File: src/rtl/rng_arbiter_if.sv
// Request/grant bundle between the shared LFSR arbiter and its requesters.
// Carries grant_count only when RNG_GRANT_COUNT_EN is defined.
interface rng_arbiter_if #(
    parameter int unsigned NUM_REQ = 4
);
    logic               seed_load;
    logic [7:0]         seed;
    logic [NUM_REQ-1:0] req;
    logic [NUM_REQ-1:0] gnt;
    logic [7:0]         rnd_data;
    logic               rnd_valid;
    logic               busy;
`ifdef RNG_GRANT_COUNT_EN
    logic [NUM_REQ*8-1:0] grant_count;
`endif

    modport master (
        output seed_load, seed, req,
`ifdef RNG_GRANT_COUNT_EN
        input  grant_count,
`endif
        input  gnt, rnd_data, rnd_valid, busy
    );

    modport slave (
        input  seed_load, seed, req,
`ifdef RNG_GRANT_COUNT_EN
        output grant_count,
`endif
        output gnt, rnd_data, rnd_valid, busy
    );
endinterface

File: src/rtl/rng_arbiter.sv
// Shared 8-bit XNOR LFSR handed out round-robin to NUM_REQ requesters, with seeding and warm-up.
// Optional per-requester saturating grant counters under RNG_GRANT_COUNT_EN.
module rng_arbiter #(
    parameter int unsigned NUM_REQ      = 4,
    parameter logic [7:0]  SEED_DEFAULT = 8'hA5,
    parameter int unsigned WARMUP       = 8
) (
    input logic          clk,
    input logic          reset,
    rng_arbiter_if.slave bus
);
    localparam int unsigned PtrW      = (NUM_REQ > 1) ? $clog2(NUM_REQ) : 1;
    localparam logic [7:0]  WarmLast  = 8'((WARMUP == 0) ? 0 : WARMUP - 1);
    localparam logic        BusyStart = (WARMUP != 0);
    localparam logic [NUM_REQ-1:0] OneHot0 = NUM_REQ'(1);

    typedef enum logic [0:0] {StWarmup, StServe} state_e;
    localparam state_e StStart = (WARMUP == 0) ? StServe : StWarmup;

    state_e             state_q;
    logic [7:0]         lfsr_q;
    logic [7:0]         lfsr_next;
    logic [7:0]         warm_cnt_q;
    logic [PtrW-1:0]    rr_ptr_q;
    logic [PtrW-1:0]    winner;
    logic [PtrW-1:0]    winner_next;
    logic [PtrW-1:0]    idx;
    logic               found;
    logic [NUM_REQ-1:0] gnt_q;
    logic [7:0]         rnd_data_q;
    logic               rnd_valid_q;
    logic               busy_q;
    logic [7:0]         seed_safe;

    // Inverted parity of taps 7,5,4,3; all-ones is the lock-up state.
    assign lfsr_next = {lfsr_q[6:0], ~^{lfsr_q[7], lfsr_q[5], lfsr_q[4], lfsr_q[3]}};
    assign seed_safe = (bus.seed == 8'hFF) ? SEED_DEFAULT : bus.seed;

    always_comb begin
        winner = rr_ptr_q;
        found  = 1'b0;
        idx    = '0;
        for (int unsigned k = 0; k < NUM_REQ; k++) begin
            idx = PtrW'((32'(rr_ptr_q) + k) % NUM_REQ);
            if (!found && bus.req[idx]) begin
                found  = 1'b1;
                winner = idx;
            end
        end
        winner_next = (winner == PtrW'(NUM_REQ - 1)) ? '0 : winner + PtrW'(1);
    end

`ifdef RNG_GRANT_COUNT_EN
    logic [7:0] cnt_q [NUM_REQ];

    for (genvar i = 0; i < NUM_REQ; i++) begin : g_cnt_out
        assign bus.grant_count[i*8 +: 8] = cnt_q[i];
    end
`endif

    always_ff @(posedge clk or posedge reset) begin
        if (reset) begin
            state_q     <= StStart;
            lfsr_q      <= SEED_DEFAULT;
            warm_cnt_q  <= '0;
            rr_ptr_q    <= '0;
            gnt_q       <= '0;
            rnd_data_q  <= 8'h00;
            rnd_valid_q <= 1'b0;
            busy_q      <= BusyStart;
`ifdef RNG_GRANT_COUNT_EN
            cnt_q       <= '{default: '0};
`endif
        end else if (bus.seed_load) begin
            // Reseed wins over everything; pending arbitration is dropped, rr_ptr kept.
            state_q     <= StStart;
            lfsr_q      <= seed_safe;
            warm_cnt_q  <= '0;
            gnt_q       <= '0;
            rnd_valid_q <= 1'b0;
            busy_q      <= BusyStart;
`ifdef RNG_GRANT_COUNT_EN
            cnt_q       <= '{default: '0};
`endif
        end else begin
            lfsr_q      <= lfsr_next;
            gnt_q       <= '0;
            rnd_valid_q <= 1'b0;
            unique case (state_q)
                StWarmup: begin
                    if (warm_cnt_q == WarmLast) begin
                        state_q    <= StServe;
                        warm_cnt_q <= '0;
                        busy_q     <= 1'b0;
                    end else begin
                        warm_cnt_q <= warm_cnt_q + 8'd1;
                    end
                end
                StServe: begin
                    if (found) begin
                        gnt_q       <= OneHot0 << winner;
                        rnd_data_q  <= lfsr_q;
                        rnd_valid_q <= 1'b1;
                        rr_ptr_q    <= winner_next;
`ifdef RNG_GRANT_COUNT_EN
                        if (cnt_q[winner] != 8'hFF) begin
                            cnt_q[winner] <= cnt_q[winner] + 8'd1;
                        end
`endif
                    end
                end
            endcase
        end
    end

    assign bus.gnt       = gnt_q;
    assign bus.rnd_data  = rnd_data_q;
    assign bus.rnd_valid = rnd_valid_q;
    assign bus.busy      = busy_q;
endmodule
File: src/flat_wrapper.sv
// flat-port wrapper written by rule: the top's interface ports become plain ports
module rng_arbiter_flat 
#(
    parameter int unsigned NUM_REQ      = 4,
    parameter logic [7:0]  SEED_DEFAULT = 8'hA5,
    parameter int unsigned WARMUP       = 8
)
  (clk, reset, bus_seed_load, bus_seed, bus_req, bus_gnt, bus_rnd_data, bus_rnd_valid, bus_busy);
  rng_arbiter_if #(.NUM_REQ(NUM_REQ)) bus_i ();
  input logic clk;
  input logic reset;
  input wire logic [$bits(bus_i.seed_load)-1:0] bus_seed_load;
  input wire logic [$bits(bus_i.seed)-1:0] bus_seed;
  input wire logic [$bits(bus_i.req)-1:0] bus_req;
  output wire logic [$bits(bus_i.gnt)-1:0] bus_gnt;
  output wire logic [$bits(bus_i.rnd_data)-1:0] bus_rnd_data;
  output wire logic [$bits(bus_i.rnd_valid)-1:0] bus_rnd_valid;
  output wire logic [$bits(bus_i.busy)-1:0] bus_busy;
  assign bus_i.seed_load = bus_seed_load;
  assign bus_i.seed = bus_seed;
  assign bus_i.req = bus_req;
  assign bus_gnt = bus_i.gnt;
  assign bus_rnd_data = bus_i.rnd_data;
  assign bus_rnd_valid = bus_i.rnd_valid;
  assign bus_busy = bus_i.busy;
  rng_arbiter #(.NUM_REQ(NUM_REQ), .SEED_DEFAULT(SEED_DEFAULT), .WARMUP(WARMUP)) u_core (.clk(clk), .reset(reset), .bus(bus_i));
endmodule
File: config.mk
export PLATFORM = sky130hd
export DESIGN_NAME = rng_arbiter_flat
export DESIGN_NICKNAME = d
export VERILOG_FILES = /design/src/rtl/rng_arbiter_if.sv /design/src/rtl/rng_arbiter.sv /design/src/flat_wrapper.sv
export SDC_FILE = /design/constraint.sdc
export NUM_CORES = 1
export LEC_CHECK = 0
export CELL_PAD_IN_SITES_DETAIL_PLACEMENT = 1
export CELL_PAD_IN_SITES_GLOBAL_PLACEMENT = 1
export CORE_ASPECT_RATIO = 0.9
export CORE_UTILIZATION = 28
export CTS_BUF_LIST = sky130_fd_sc_hd__clkbuf_4
export CTS_CLUSTER_SIZE = 8
export DETAILED_ROUTE_END_ITERATION = 7
export GPL_TIMING_DRIVEN = 0
export PLACE_DENSITY_LB_ADDON = 0.05
export SLEW_MARGIN = 20
export SYNTH_ARGS = -nofsm -noshare
export SYNTH_HDL_FRONTEND = slang
export SYNTH_SLANG_ARGS = --single-unit
File: constraint.sdc
create_clock -name clk -period 4.3 [get_ports clk]
set_input_delay 1.29 -clock clk [delete_from_list [all_inputs] [get_ports clk]]
set_output_delay 1.29 -clock clk [all_outputs]
set_load 0.005 [all_outputs]
==> impl_results.md <==
* Outcome: finished clean
* Vias at 1098
* VDD IR max at 0.130 mV
* Final period utilization at 66.2%
* Hold-fix buffers, CTS at 0
* Syn_nets at 157
* Detailed Place HPWL at 2.52 mm
* Area share of the largest cell type after synthesis at 44.3%
* Area of the multi-input gates at 661 µm²
* Synthesized area per cell at 11.6 µm²
* GP Congestion at 0.739
* ANT cells at 0
* IO Pins at 29
* Core area at 5350 µm²
* Worst-margin pin slew at 688 ps
* Clock sink count at 33
* Endpoint of the worst hold path: u_core.bus.busy
* Mux contribution to synthesized area at 10.1%
* DRC violations left at 0
* Initial antenna violation count at 0
* Chip width at 81.3 µm
* Root Buffer: clkbuf_4
* Chip Height at 73.3 µm
* Synth Area in Simple Gates at 13.8%
* WHS Path Cells at 2
* Number of cells on the worst reg-to-reg path at 5
* Final Max Slew Viols at 0
* Wire per inst at 14.0 µm
* Top cells by area, synth: dfrtp_1 44%, dfstp_2 8.3%, mux2_2 5.7%
* Startpoint Class: primary input
* GR Overflow Total at 0
* Yosys warnings at 0
* Largest net degree at the start of global routing at 34
* Worst relative slew slack at 54.1%
* Largest family of logic cells by synthesized area: simple AND/OR/NAND/NOR gates
* Count of final hold-check violations at 0
* Leak at 0.900 nW
* Power per cell area at 365 nW/µm²
* Post-route minimum period at 2850 ps
* Synth Area in XOR/XNOR at 4.43%
* Share of cells above drive strength 1 at 18.0%
* CTS tree: done
* CTS Buf Count at 5
* Synthesis-to-layout area growth at 27.4%
* IO Port Bufs at 27
* Row count at 25
* Vias per cell at 4.59
* Netlist Area Pre-Place at 1580 µm²
* Final setup violation count at 0
* First-pass GRT wire length at 5.88 mm
* Worst hold start: u_core.bus.busy
* R2R setup slack at 2540 ps
* Area leader, netlist: dfrtp_1
* Synth top cells by count: 28 x dfrtp_1, 14 x inv_1, 12 x nor2_1
* Placed cell areas at 1940 µm²
* Synth Flop Type: dfrtp_1
* Area share of fa/ha/maj cells after synthesis at 3.95%
* Crit path DAT at 3060 ps
* Clock skew at 6.67 ps
* Dpl cells at 231
* Total Nets Final at 191
* Synth cell types at 32
* Drt total wl at 3.34 mm
* Critical path origin: bus_req[1]
* Vias in the first global route at 1166
* Clk_lat worst skew at 320 ps
* Final Power at 0.737 mW
* Clock Tree Buf Depth at 2
* Most common cell in the netlist: dfrtp_1
* Post-synthesis compound-gate area fraction at 9.41%
* Clock transition at the registers of the reported paths at 100 ps
* Post-CTS sizing at 0
* Die area at 5960 µm²
* Filler cells at 604
* Post-CTS setup buffers at 0
* Antenna Nets Post-Route at 0
* Class of the worst hold path: reg2reg
* Sequential share of the synthesized area at 52.6%
* Worst R2R End: u_core.warm_cnt_q[7]
* Worst Path Required at 4520 ps
* Initial Util at 29.6%
* Drt first pass iters at 4
* Final cell utilization of the core at 37.7%
* Asr flop ratio synth at 100%
* Post-Layout Cell Count at 239
* Fin Setup TNS at 0 ps
* H-tree depth at 2
* Mapped Cells at 137
* Reg2reg start: u_core.warm_cnt_q[0]
* Crit Path Max Fanout at 5
* RSZ-0062 raised after global routing: no
* CP endpoint kind: register
* Post-route cell area at 2020 µm²
* MaxCap Viol Count at 0
* Overall routing resource usage at 13.4%
* Post-synth EDFFs at 0
* Type of the worst setup path: in2reg
* Iter 0 DRT Violations at 30
* Synth Register Bits at 33
* Register area at 832 µm²
* FMAX at 0.351 GHz
## routing by layer
| metal | part of all wire, % | track usage, % |
|---|---|---|
| met1 | 48 | 18.1 |
| met2 | 46 | 20.3 |
| met3 | 5.7 | 4.22 |
| met4 | 0.63 | 4.17 |
| met5 | 0 | 0 |
## logic make-up (layout without fill, tap and decap cells)
group	after synthesis	in the layout
multiplexers	13	13
adder cells (fa/ha/maj)	5	5
flip-flops	33	33
buffers and inverters	18	53
AO/OA/AOI/OAI	21	21
AND/OR/NAND/NOR	39	39
XOR/XNOR	8	8
## through the flow
stage	hold slack, ps	setup WS [ps]
floorplan	471	1770
global placement	478	1140
detailed placement	478	1120
CTS	498	1470
global route	531	1420
finish	495	1450
## state kept, by name, indices dropped and copies added, names as in the netlist
register and count:
u_core.bus.rnd_valid 1, u_core.bus.gnt 4, u_core.bus.rnd_data 8, u_core.bus.busy 1
u_core.warm_cnt_q 8, u_core.lfsr_q 8, u_core.rr_ptr_q 2, u_core.state_q 1
## worst max-delay path: stages
cell and delay [ps]:
clkdlybuf4s50_1 550, nor2_1 80, a221o_1 350, o22a_1 240, ha_1 310, mux2_4 250
## final cells by class
type                    instances  area share (%)
flip-flops and latches         33            41.3
multi-input cells              86            32.8
repair buffers                 27            13.4
well taps                      67            4.16
inverters                      14            2.61
clock buffers                   6            2.23
plain buffers                   4            1.86
clock inverters                 2            1.68
## power by group
| part | switching (mW) | internal (mW) | total [mW] |
|---|---|---|---|
| clock network | 0.102 | 0.127 | 0.229 |
| logic | 0.0560 | 0.0821 | 0.138 |
| registers | 0.0247 | 0.345 | 0.370 |
| total | 0.182 | 0.554 | 0.737 |
## cell usage in the layout, fill, tap and decap left out
cell type        instances
o22a_1                   1
o21ai_0                  4
and2_1                   7
a21oi_1                  4
clkdlybuf4s50_1         27
nor2b_1                  4
dfrtp_1                 28
o22ai_1                  5
clkinv_1                 1
nand2_1                  2
clkbuf_4                 6
o32a_1                   1
nor3_1                   1
a21o_1                   2
nand4_1                  5
mux2_4                   4
inv_2                    1
a21oi_4                  1
a311o_1                  1
buf_6                    3
nand3_1                  4
xor2_1                   5
ha_1                     5
nor2_1                  12
nor4_1                   1
nand2b_1                 1
mux2_2                   8
nor4b_2                  1
inv_1                   13
xnor2_1                  3
dfstp_2                  5
bufinv_16                1
o21bai_1                 1
nand2b_4                 1
clkbuf_1                 1
mux2i_1                  1
a221o_1                  1
## worst max-delay path by stage
stage | to | slack (ps) | depth (start not counted)
3_3_place_gp | u_core.rr_ptr_q[1] | 1140 | 6
6_report | u_core.rr_ptr_q[1] | 1450 | 6
4_1_cts | u_core.rr_ptr_q[1] | 1470 | 6
3_5_place_dp | u_core.rr_ptr_q[1] | 1120 | 6
2_1_floorplan | u_core.rr_ptr_q[1] | 1770 | 5
5_1_grt | u_core.rr_ptr_q[1] | 1420 | 6
Note: power is estimated with default switching activity, not from simulation.
